`src/rtl/fv_pkg.sv`:
```
// Shared types and constants for the FV ciphertext-add stage.
package fv_pkg;

  localparam int unsigned N_DEF     = 16;
  localparam int unsigned QW_DEF    = 64;
  localparam int unsigned EW_DEF    = 8;
  localparam int unsigned DEPTH_DEF = 16;
  localparam int unsigned QW_MAX    = 64;

  typedef enum logic [1:0] {
    ST_RESET     = 2'd0,
    ST_STREAM    = 2'd1,
    ST_LAST_HOLD = 2'd2
  } state_t;

  // Delta = q/t with t = 2, i.e. the top bit of a qw-bit coefficient.
  function automatic logic [QW_MAX-1:0] delta(input int unsigned qw);
    return QW_MAX'(1) << (qw - 1);
  endfunction

  // Sign-extend the low w bits of x to QW_MAX bits.
  function automatic logic [QW_MAX-1:0] sext(input logic [QW_MAX-1:0] x, input int unsigned w);
    int unsigned sh;
    sh = QW_MAX - w;
    return $unsigned($signed(x << sh) >>> sh);
  endfunction

endpackage

```
`src/rtl/fv_ct_add_if.sv`:
```
// Valid/ready stream with a last tag.
interface axis_if #(parameter int unsigned W = 8);
  logic         vld;
  logic         rdy;
  logic         last;
  logic [W-1:0] data;

  modport in  (input vld, input data, input last, output rdy);
  modport out (output vld, output data, output last, input rdy);
endinterface

```
`src/rtl/poly_fifo.sv`:
```
// Synchronous FIFO with first-word-fall-through head.
module poly_fifo #(
  parameter int unsigned W     = 65,
  parameter int unsigned DEPTH = 16
) (
  input  logic         clk,
  input  logic         rst,
  input  logic         push,
  input  logic         pop,
  input  logic [W-1:0] din,
  output logic [W-1:0] dout,
  output logic         full,
  output logic         empty
);

  localparam int unsigned AW = $clog2(DEPTH);
  localparam int unsigned PW = AW + 1;

  logic [W-1:0]  mem [DEPTH];
  logic [PW-1:0] wr_ptr;
  logic [PW-1:0] rd_ptr;

  assign empty = (wr_ptr == rd_ptr);
  assign full  = (wr_ptr[AW-1:0] == rd_ptr[AW-1:0]) && (wr_ptr[AW] != rd_ptr[AW]);
  assign dout  = mem[rd_ptr[AW-1:0]];

  always_ff @(posedge clk) begin
    if (push) mem[wr_ptr[AW-1:0]] <= din;
  end

  always_ff @(posedge clk) begin
    if (rst) begin
      wr_ptr <= '0;
      rd_ptr <= '0;
    end else begin
      if (push) wr_ptr <= wr_ptr + PW'(1);
      if (pop)  rd_ptr <= rd_ptr + PW'(1);
    end
  end

endmodule

```
`src/rtl/fv_ct_add.sv`:
```
// FV ciphertext completion: c[i] = z[i] + e[i] + Delta*m[i] mod 2^QW.
// Product stream z is buffered since its source ignores backpressure.
module fv_ct_add
  import fv_pkg::*;
#(
  parameter int unsigned N     = N_DEF,
  parameter int unsigned QW    = QW_DEF,
  parameter int unsigned EW    = EW_DEF,
  parameter int unsigned DEPTH = DEPTH_DEF
) (
  input  logic clk,
  input  logic s_rst,
  axis_if.in   z,
  axis_if.in   e,
  axis_if.in   m,
  axis_if.out  c,
  output logic err_ovf,
  output logic err_frame
);

  localparam int unsigned   CW    = (N > 1) ? $clog2(N) : 1;
  localparam int unsigned   FW    = QW + 1;
  localparam logic [QW-1:0] DELTA = QW'(delta(QW));

  state_t          state;
  state_t          state_nxt;
  logic [CW-1:0]   cnt;
  logic            cnt_last;
  logic            fire;
  logic            push;
  logic            pop;
  logic            full;
  logic            empty;
  logic            z_drop;
  logic [FW-1:0]   head;
  logic [QW-1:0]   sum;
  logic            c_vld;
  logic            c_last;
  logic [QW-1:0]   c_data;

  poly_fifo #(.W(FW), .DEPTH(DEPTH)) u_fifo (
    .clk  (clk),
    .rst  (s_rst),
    .push (push),
    .pop  (pop),
    .din  ({z.last, z.data}),
    .dout (head),
    .full (full),
    .empty(empty)
  );

  assign cnt_last = (cnt == CW'(N - 1));
  assign sum      = head[QW-1:0] + QW'(sext(QW_MAX'(e.data), EW)) + (m.data ? DELTA : '0);

  assign c.vld  = c_vld;
  assign c.last = c_last;
  assign c.data = c_data;

  always_ff @(posedge clk) begin
    if (s_rst) state <= ST_RESET;
    else       state <= state_nxt;
  end

  always_comb begin
    state_nxt = state;
    case (state)
      ST_RESET:     state_nxt = ST_STREAM;
      ST_STREAM:    if (fire && cnt_last) state_nxt = ST_LAST_HOLD;
      ST_LAST_HOLD: if (c_vld && c.rdy)   state_nxt = ST_STREAM;
      default:      state_nxt = ST_RESET;
    endcase
  end

  // Join of FIFO head, e and m; a pop frees a slot for a same-cycle push.
  always_comb begin
    fire   = 1'b0;
    push   = 1'b0;
    z_drop = 1'b0;
    e.rdy  = 1'b0;
    m.rdy  = 1'b0;
    z.rdy  = 1'b0;
    fire   = (state == ST_STREAM) && !s_rst && !empty && e.vld && m.vld && (!c_vld || c.rdy);
    e.rdy  = fire;
    m.rdy  = fire;
    z.rdy  = (state != ST_RESET) && !s_rst && !full;
    push   = z.vld && (state != ST_RESET) && !s_rst && (!full || fire);
    z_drop = z.vld && (state != ST_RESET) && !s_rst && full && !fire;
  end

  assign pop = fire;

  // Output register, coefficient counter and sticky error flags.
  always_ff @(posedge clk) begin
    if (s_rst) begin
      c_vld     <= 1'b0;
      c_last    <= 1'b0;
      c_data    <= '0;
      cnt       <= '0;
      err_ovf   <= 1'b0;
      err_frame <= 1'b0;
    end else begin
      if (fire) begin
        c_vld  <= 1'b1;
        c_last <= cnt_last;
        c_data <= sum;
        cnt    <= cnt_last ? '0 : cnt + CW'(1);
        if ((head[QW] != cnt_last) || (e.last != cnt_last) || (m.last != cnt_last))
          err_frame <= 1'b1;
      end else if (c_vld && c.rdy) begin
        c_vld  <= 1'b0;
        c_last <= 1'b0;
      end
      if (z_drop) err_ovf <= 1'b1;
    end
  end

endmodule

```
`src/flat_wrapper.sv`:
```
// flat-port wrapper written by rule: the top's interface ports become plain ports
module fv_ct_add_flat import fv_pkg::*;
#(
  parameter int unsigned N     = N_DEF,
  parameter int unsigned QW    = QW_DEF,
  parameter int unsigned EW    = EW_DEF,
  parameter int unsigned DEPTH = DEPTH_DEF
)
  (clk, s_rst, err_ovf, err_frame, z_vld, z_data, z_last, z_rdy, e_vld, e_data, e_last, e_rdy, m_vld, m_data, m_last, m_rdy, c_vld, c_data, c_last, c_rdy);
  axis_if #(.W(QW)) z_i ();
  axis_if #(.W(EW)) e_i ();
  axis_if #(.W(1)) m_i ();
  axis_if #(.W(QW)) c_i ();
  input  logic clk;
  input  logic s_rst;
  output logic err_ovf;
  output logic err_frame;
  input wire logic [$bits(z_i.vld)-1:0] z_vld;
  input wire logic [$bits(z_i.data)-1:0] z_data;
  input wire logic [$bits(z_i.last)-1:0] z_last;
  output wire logic [$bits(z_i.rdy)-1:0] z_rdy;
  input wire logic [$bits(e_i.vld)-1:0] e_vld;
  input wire logic [$bits(e_i.data)-1:0] e_data;
  input wire logic [$bits(e_i.last)-1:0] e_last;
  output wire logic [$bits(e_i.rdy)-1:0] e_rdy;
  input wire logic [$bits(m_i.vld)-1:0] m_vld;
  input wire logic [$bits(m_i.data)-1:0] m_data;
  input wire logic [$bits(m_i.last)-1:0] m_last;
  output wire logic [$bits(m_i.rdy)-1:0] m_rdy;
  output wire logic [$bits(c_i.vld)-1:0] c_vld;
  output wire logic [$bits(c_i.data)-1:0] c_data;
  output wire logic [$bits(c_i.last)-1:0] c_last;
  input wire logic [$bits(c_i.rdy)-1:0] c_rdy;
  assign z_i.vld = z_vld;
  assign z_i.data = z_data;
  assign z_i.last = z_last;
  assign z_rdy = z_i.rdy;
  assign e_i.vld = e_vld;
  assign e_i.data = e_data;
  assign e_i.last = e_last;
  assign e_rdy = e_i.rdy;
  assign m_i.vld = m_vld;
  assign m_i.data = m_data;
  assign m_i.last = m_last;
  assign m_rdy = m_i.rdy;
  assign c_vld = c_i.vld;
  assign c_data = c_i.data;
  assign c_last = c_i.last;
  assign c_i.rdy = c_rdy;
  fv_ct_add #(.N(N), .QW(QW), .EW(EW), .DEPTH(DEPTH)) u_core (.clk(clk), .s_rst(s_rst), .z(z_i), .e(e_i), .m(m_i), .c(c_i), .err_ovf(err_ovf), .err_frame(err_frame));
endmodule
```
`config.mk`:
```
export PLATFORM = sky130hd
export DESIGN_NAME = fv_ct_add_flat
export DESIGN_NICKNAME = d
export VERILOG_FILES = /design/src/rtl/fv_pkg.sv /design/src/rtl/fv_ct_add_if.sv /design/src/rtl/poly_fifo.sv /design/src/rtl/fv_ct_add.sv /design/src/flat_wrapper.sv
export SDC_FILE = /design/constraint.sdc
export NUM_CORES = 1
export LEC_CHECK = 0
export CORE_MARGIN = 4
export CORE_UTILIZATION = 32
export DETAILED_ROUTE_END_ITERATION = 10
export PLACE_DENSITY = 0.44
export REMOVE_ABC_BUFFERS = 1
export SYNTH_ARGS = -nofsm -noshare
export SYNTH_HDL_FRONTEND = slang
export SYNTH_SLANG_ARGS = --single-unit
```
`constraint.sdc`:
```
create_clock -name clk -period 11.19 [get_ports clk]
set_input_delay 2.238 -clock clk [delete_from_list [all_inputs] [get_ports clk]]
set_output_delay 2.238 -clock clk [all_outputs]
set_load 0.01 [all_outputs]
```
# Word-level counts from Yosys, hierarchy flattened
# Memory sizes are Yosys's and may differ from the RTL's. A register that Yosys moved wholly into a read port is not among the register bits.
# Index checks and enable logic that the tools add are counted.
# word_totals
register_bits	84
ram_bits	1040
in_bits	82
mem_count	1
# classes
n_addsub	5
n_eq_ne	11
muxes	12
reduce_logical	29
# mem_list
memory	words	width	read_ports	rd_clocked_by_memory_dff	wr	line	text
u_core.u_fifo.mem	16	65	1	1	1	poly_fifo.sv:19	logic [W-1:0] mem [DEPTH];
# op_table
cell	count
adder 64 bit	2
two-way mux 64 bit	1
logical AND 1 bit	15
two-way mux 4 bit	3
adder 5 x 1 -> 5 bit, second input constant	2
one-hot mux 2 bit (3 select lines)	1
== test 5 bit	1
zero test 1 bit	5
two-way mux 1 bit	5
adder 4 x 1 -> 4 bit, second input constant	1
== test 4 bit	1
== test 4 bit, second input constant	1
logical OR 1 bit	4
two-way mux 2 bit	2
!= test 1 bit	4
!= test 2 x 1 -> 1 bit, second input constant	2
AND reduction 2 bit	2
nonzero test 2 bit	2
== test 2 x 1 -> 1 bit, second input constant	1
== test 2 bit, second input constant	1
zero test 2 bit	1

# Logic depth before layout (Yosys ltp)
# Gate-level depths: netlist of the first run.
# logic_depth
ltp_word	10
depth_mapped	19

# By module
# A second synthesis of the first run with hierarchy kept.
# unflattened
hier_cells	2569
area_unflattened_um2	46595.9
# modules_own_cells
module	n_inst	cells_per_inst	area_each_um2	seq_area_each_um2
poly_fifo	1	1666	39549.2	31510.2
fv_ct_add	1	903	7046.8	1481.4

# Worst setup path before layout of the first run
# Ideal clock, no wire load.
# synth_path
path_kind	input to register
from	input s_rst
to	memory u_core.u_fifo.mem[3][0] (enable)
t_arrival_ns	7.777
required_time_ns	10.622
path_slack_ns	2.844
path_stages	8
path_buffers	1
cell_sequence	nor2_1 nand4_1 a21oi_2 nand2b_1 buf_2 a211oi_4 nand2_1 nor3_1
# synth_via
elab_chain_cells	10
word_cells_on_any_way	11
cone_classes	2 x mux; 9 x reduce/logical
# synth_rtl
element	line	text
start: declaration	flat_wrapper.sv:15	input logic s_rst;
zero test 1 bit (*)	fv_ct_add.sv:82, fv_ct_add.sv:86	
logical AND 1 bit (5 in series)	fv_ct_add.sv:82	fire = (state == ST_STREAM) && !s_rst && !empty && e.vld && m.vld && (!c_vld || c.rdy);
logical OR 1 bit	fv_ct_add.sv:86	push = z.vld && (state != ST_RESET) && !s_rst && (!full || fire);
logical AND 1 bit (*)	fv_ct_add.sv:86	
two-way mux 1 bit (*)	poly_fifo.sv:28	if (push) mem[wr_ptr[AW-1:0]] <= din;
two-way mux 1 bit (implied by the code) (*)	poly_fifo.sv:28	
end: declaration	poly_fifo.sv:19	
# Mark *: on every way between the ends. The rest lies on a longest branch, timed or not.

# Worst setup path in the final report of the first run
# layout_path
from	input e_vld
to	output e_rdy
# layout_via
elab_chain_cells	3
# layout_rtl
element	line	text
start: declaration	flat_wrapper.sv:22	input wire logic [$bits(e_i.vld)-1:0] e_vld;
logical AND 1 bit (3 in series)	fv_ct_add.sv:82	
end: declaration	flat_wrapper.sv:25	output wire logic [$bits(e_i.rdy)-1:0] e_rdy;
# No other way between the ends.

==> results of run 1 <==
[power by group through the flow]
stage	clock network [W]	logic, W	registers (W)
3_5_place_dp	0	0.000422	0.00471
4_1_cts	0.00439	0.000424	0.00462
3_3_place_gp	0	0.000418	0.00471
6_report	0.00426	0.000422	0.00462
5_1_grt	0.00457	0.000465	0.00462
2_1_floorplan	0	0.000244	0.00471
[per-stage QoR]
step	area (µm²)	setup WS (ns)	std cells
finish	55000	4.804	4697
global route	54990	4.630	4693
CTS	54990	4.779	4692
detailed placement	50700	4.461	4451
global placement	50700	4.454	4451
floorplan	46250	-3.606	2333
[cell type report]
type	instances	area [µm²]	share of cell area
diodes	5	12.51	0.0002275
clock buffers	172	3568	0.06488
clock inverters	69	713.2	0.01297
inverters	24	90.09	0.001638
multi-input cells	1181	13290	0.2416
flip-flops and latches	1128	33010	0.6001
well taps	1917	2399	0.04361
repair buffers	201	1919	0.03490
[how the worst min path moves through the flow]
stage | startpoint | depth (start not counted) | end
after CTS | u_core.c.data[12]$_SDFFE_PP0P_ | 2 | u_core.c.data[12]$_SDFFE_PP0P_
after detailed placement | u_core.c.data[12]$_SDFFE_PP0P_ | 2 | u_core.c.data[12]$_SDFFE_PP0P_
final | u_core.c.data[12]$_SDFFE_PP0P_ | 2 | u_core.c.data[12]$_SDFFE_PP0P_
after global routing | u_core.c.data[12]$_SDFFE_PP0P_ | 2 | u_core.c.data[12]$_SDFFE_PP0P_
after floorplan | u_core.cnt[3]$_SDFFE_PP0P_ | 2 | u_core.cnt[3]$_SDFFE_PP0P_
after global placement | u_core.c.data[21]$_SDFFE_PP0P_ | 2 | u_core.c.data[21]$_SDFFE_PP0P_
[per-layer routing]
layer / up-vias / track usage / wire length [µm]
li1: 10547 / - / -
met5: - / 0 / 62
met4: 10 / 0.04420 / 2677
met1: 13014 / 0.2439 / 60420
met3: 162 / 0.03525 / 6452
met2: 591 / 0.2706 / 61240
[cells by family (layout without fill, tap and decap cells)]
| logic type | after synthesis | after routing | share of synthesized area |
|---|---|---|---|
| multiplexers | 326 | 326 | 0.1564 |
| AND/OR/NAND/NOR | 350 | 350 | 0.03515 |
| flip-flops | 1128 | 1128 | 0.7038 |
| XOR/XNOR | 70 | 70 | 0.01308 |
| buffers and inverters | 162 | 466 | 0.01524 |
| other | 0 | 5 | 0 |
| adder cells (fa/ha/maj) | 132 | 132 | 0.03539 |
| AO/OA/AOI/OAI | 303 | 303 | 0.04100 |
[worst reg2reg max path: stages (launching register included)]
cell	delay [ns]
dfxtp_4	0.62
buf_12	0.43
mux4_2	0.94
mux4_2	0.54
ha_1	0.21
ha_1	0.24
fa_1	0.50
a211oi_2	0.24
o21ai_1	0.14
o311a_1	0.39
o211a_4	0.30
a2111oi_4	0.41
o211ai_1	0.25
nand2_1	0.25
o31ai_1	0.13
xnor2_1	0.15
o21ai_0	0.08
[registers in the layout (all words and copies together) (netlist names), named ones only]
name,cells
u_core.c.data,64
u_core.c.last,1
u_core.c.vld,1
u_core.cnt,4
u_core.err_frame,1
u_core.err_ovf,1
u_core.state,2
u_core.u_fifo.mem,1040
u_core.u_fifo.rd_ptr,5
u_core.u_fifo.wr_ptr,5
[placed cells by master (no fill, tap or decap), types with 12 or more instances in the layout]
cell type           n
edfxtp_1         1040
clkinv_1           22
xor2_1             29
clkbuf_16         136
buf_4              47
clkinv_2           15
o21ai_0            57
nor2_1             55
clkdlybuf4s50_1   150
nor2_4             12
nand2_1           135
nand4_1            41
clkbuf_1           33
nand3_1            38
dfxtp_1            84
inv_1              22
a21o_1             29
ha_1              131
o21bai_1           15
a21oi_1           122
nor3_1             15
xnor2_1            41
bufinv_16          12
mux4_2            325
==> reports/metrics.cfg, run 1 <==
[timing]
min_period_ns=6.386
slew_headroom=0.2556
final.setup_skew_ns=0.02180
fin_setup_tns_ns=0
rsz0062_at_grt=no
whs_ns=0.4555
finalSetupViolCount=0
max_freq_mhz=156.6
worst_pin_slew_ns=1.114
finalMaxSlewViolations=0
period_share=0.5707
final_hold_viol_count=0

[global_route]
antenna_found_initial=18
grt_pass1_vias=25505
grt_max_degree=108
track_usage=0.1718
grt_pass1_wl_um=187000
grt.overflow.total=0

[die]
io_pins=153
core_area_um2=145600
die-area_um2=152700
core.rowCount=140
chipHeight_um=390.7
die_width_um=390.7
initial_core_util=0.3220

[cts]
ctsResizeCount=0
clockBufferDepth=3
tritoncts=built
numCtsBuffers=132
cts-root-buf=clkbuf_16
cts.sinks=1128
insertion_delay_ns=0.75
clkTransAtPathRegs_ns=0.06
post_cts_buffers=0
htreeDepth=4
ctsHoldBuffers=0

[critical_path]
crit_top_cell=clkdlybuf4s50_1
crit_arrival_ns=4.15
cp_max_fo=36
crit_path_top_delay_cell=clkdlybuf4s50_1
slowest_delay_ns=0.55
crit_chain=clkdlybuf4s50_1 -> nand4_1 -> a21oi_2 -> nand2b_4 -> inv_2 -> clkdlybuf4s50_1
critPathBufInv=3
cp.depth=6
path_class=input port to output port
ff2ff_path_depth=16
required_ns=8.95
rrSetupSlack_ns=5.24
cp-startpoint=e_vld
startpoint_type=input port
end_kind=output port
crit_family=buffers and inverters
r2r_end=u_core.c.data[55]$_SDFFE_PP0P_
cp-endpoint=e_rdy

[final_layout]
num-fill-cells=13317
drive_gt1_frac=0.2216
num-nets-final=2882
area_delta_synth_final_pct=17.32
fin_util=0.3778

[synthesis]
ys_warn_count=0
synth.most_common_cell=edfxtp_1
synth_cell_types=74
syn_area_per_cell_um2=18.97
yosysSeqAreaShare=0.7038
netlist_top_cells_area=edfxtp_1 (67%), mux4_2 (16%), dfxtp_1 (3.8%), ha_1 (3.5%), a21oi_1 (1.3%)
synth_ff_type=edfxtp_1
synthArstFlopShare=0
synth_edf_count=1040
yosys.area.top_type=edfxtp_1
yosys-top-cells-count=edfxtp_1 (1040), mux4_2 (325), nand2_1 (135), ha_1 (131), a21oi_1 (122)
synthesis.instances=2471
netlist_area_um2=46880
ys_ff_latch=1128
yosysTopAreaCellShare=0.6662

[route]
post_drt_wl_per_cell_um=27.86
ant_nets=0
dr.pass1.iters=5
num_vias=24324
via_per_inst=5.179
totalWireLength_um=130900
drc_errors=0
drt_iter0_drc=1937

[power_and_ir_drop]
p_sw_w=0.001995
combPwrFrac=0.045
vdd_drop_max_v=0.0001215
p_leak_nw=17.16
switching_share=0.2145
clkPwrFrac=0.458
seqPwrFrac=0.497
total_power_w=0.009301
p_int_w=0.007305
p_per_area_nw_per_um2=169.1

[place]
gp_congestion=0.8172
io_buffers=152
hpwl_um=75980

[flow_run]
drv_cap=0

[run_status]
status=finished clean

[min_path]
hold_path_class=flip-flop to flip-flop

(Power assumes the default switching activity.)
==> run 2: changes to the inputs <==
- PLACE_DENSITY: 0.44 -> 0.46
- clock period: 11.19 -> 5.74 ns (I/O delays scaled with it)
==> run 2 against run 1 <==
Compared with the run above:
- first-iteration DRC count is 9.1% higher
- via count hardly changed
- critical path type is now flip-flop to flip-flop
- combinational power is 100% higher
- worst hold slack worse by 0.0067 ns
==> reports/metrics.cfg, run 2 (same netlist as run 1, synthesis figures left out) <==
[run_status]
status=finished clean

[timing]
whs_ns=0.4488
slew_headroom=0.3197
final.setup_skew_ns=0.03405
period_share=0.9249
setup_ws_ns=0.4308
min_period_ns=5.309
rsz0062_at_grt=no
final_hold_viol_count=0
fin_setup_tns_ns=0
finalMaxSlewViolations=0
finalSetupViolCount=0
max_freq_mhz=188.4
worst_pin_slew_ns=1.014

[power_and_ir_drop]
p_leak_nw=17.32
p_per_area_nw_per_um2=316.3
vdd_drop_max_v=0.0002901

[die]
chipHeight_um=390.7
initial_core_util=0.3220
core.rowCount=140
core_area_um2=145600
die_width_um=390.7
io_pins=153
die-area_um2=152700

[critical_path]
ff2ff_path_depth=13
path_class=flip-flop to flip-flop
required_ns=6.31
end_kind=flip-flop
startpoint_type=flip-flop
cp_max_fo=58
crit_arrival_ns=5.88

[place]
gp_congestion=0.7971
hpwl_um=74940
dpl_worst_slack_ns=0.2578
io_buffers=152
dpl_cell_area_um2=51400

[global_route]
grt.overflow.total=0
grtUsageMet1=0.2376
grt_max_degree=69
grt_pass1_wl_um=186400
antenna_found_initial=12
track_usage=0.1697
grt_pass1_vias=25732
grt_busiest_layer=met2
groute.layer.met3.usage=0.02961
grtUsageMet2=0.2775

[final_layout]
final_common_cell=edfxtp_1
final_cell_mix=edfxtp_1 (1040), mux4_2 (325), clkdlybuf4s50_1 (150)
num-nets-final=2912
stdcell_area_um2=55440
num-fill-cells=13229
area_delta_synth_final_pct=18.26
largest_reg_flops=1040
drive_gt1_frac=0.2338

[route]
via_per_inst=5.146
drc_errors=0
totalWireLength_um=129400
drt_iter0_drc=2114
num_vias=24304
post_drt_wl_per_cell_um=27.39
ant_nets=0
dr.pass1.iters=5

[cts]
cts.sinks=1128
cts-root-buf=clkbuf_16
clockBufferDepth=3
numCtsBuffers=119
htreeDepth=3
tritoncts=built
insertion_delay_ns=0.75
ctsResizeCount=0
ctsHoldBuffers=0
clkTransAtPathRegs_ns=0.06

[min_path]
min_from=u_core.c.data[6]$_SDFFE_PP0P_
hold_path_class=flip-flop to flip-flop
hold_depth=2

[flow_run]
drv_cap=0

-- run 2: changes by cell type in the layout (fill, tap and decap cells not counted), sizes merged --
cell / change
clkbuf: -22
bufinv: -1
buf: +43
inv: -5
clkinv: +7
clkinvlp: +4
-- run 2: final cells by class --
| class | count | area (µm²) | area share |
|---|---|---|---|
| flip-flops and latches | 1128 | 33010 | 0.5954 |
| multi-input cells | 1181 | 13290 | 0.2397 |
| clock buffers | 150 | 3198 | 0.05769 |
| repair buffers | 244 | 2718 | 0.04902 |
| well taps | 1917 | 2399 | 0.04327 |
| clock inverters | 74 | 725.7 | 0.01309 |
| inverters | 24 | 90.09 | 0.001625 |
| diodes | 5 | 12.51 | 0.0002257 |
-- run 2: path summary, 6_finish.rpt --
kind / endpoint / slack (ns)
setup / recovery: u_core.c.data[59]$_SDFFE_PP0P_ / 0.43
setup reg to reg: u_core.c.data[59]$_SDFFE_PP0P_ / 0.43
hold / removal: u_core.c.data[6]$_SDFFE_PP0P_ / 0.45
hold reg to reg: u_core.c.data[6]$_SDFFE_PP0P_ / 0.45
-- run 2: power breakdown --
group          switching (W)  leakage (nW)  total, W  internal (W)
Clock                0.00324          1.91   0.00769       0.00444
Sequential         0.0000115          10.1   0.00900       0.00899
Combinational       0.000519          5.35  0.000844      0.000324
Total                0.00378          17.3    0.0175        0.0138
-- run 2: repair_timing --
| item | 4_1_cts | 5_1_grt |
|---|---|---|
| endpoints found under the setup margin | 0 | 1 |
| hold endpoints to repair | 0 | 0 |
| setup buffers | 0 | 8 |
-- run 2: per-stage QoR --
step	total power, W	std cells	utilization
floorplan	0.009661	2333	-
global placement	0.01001	4486	0.3531
detailed placement	0.01002	4486	0.3531
CTS	0.01776	4710	0.3801
global route	0.01819	4718	0.3808
finish	0.01753	4723	0.3808
-- run 2: worst max-delay path, stage by stage (launching register included) --
cell and delay, ns:
dfxtp_4 0.60, buf_12 0.35, buf_12 0.32, mux4_2 0.39, mux4_2 0.54, ha_1 0.30
ha_1 0.50, nand4_1 0.30, or4_1 0.64, nor3_1 0.36, nand3_1 0.23, o211ai_2 0.19
xnor2_1 0.15, o21ai_0 0.09
-- run 2: layer usage --
metal / part of all wire / vias to the layer above
li1: - / 10590
met1: 0.45 / 13014
met2: 0.48 / 548
met3: 0.048 / 148
met4: 0.017 / 4
met5: 0.00019 / -
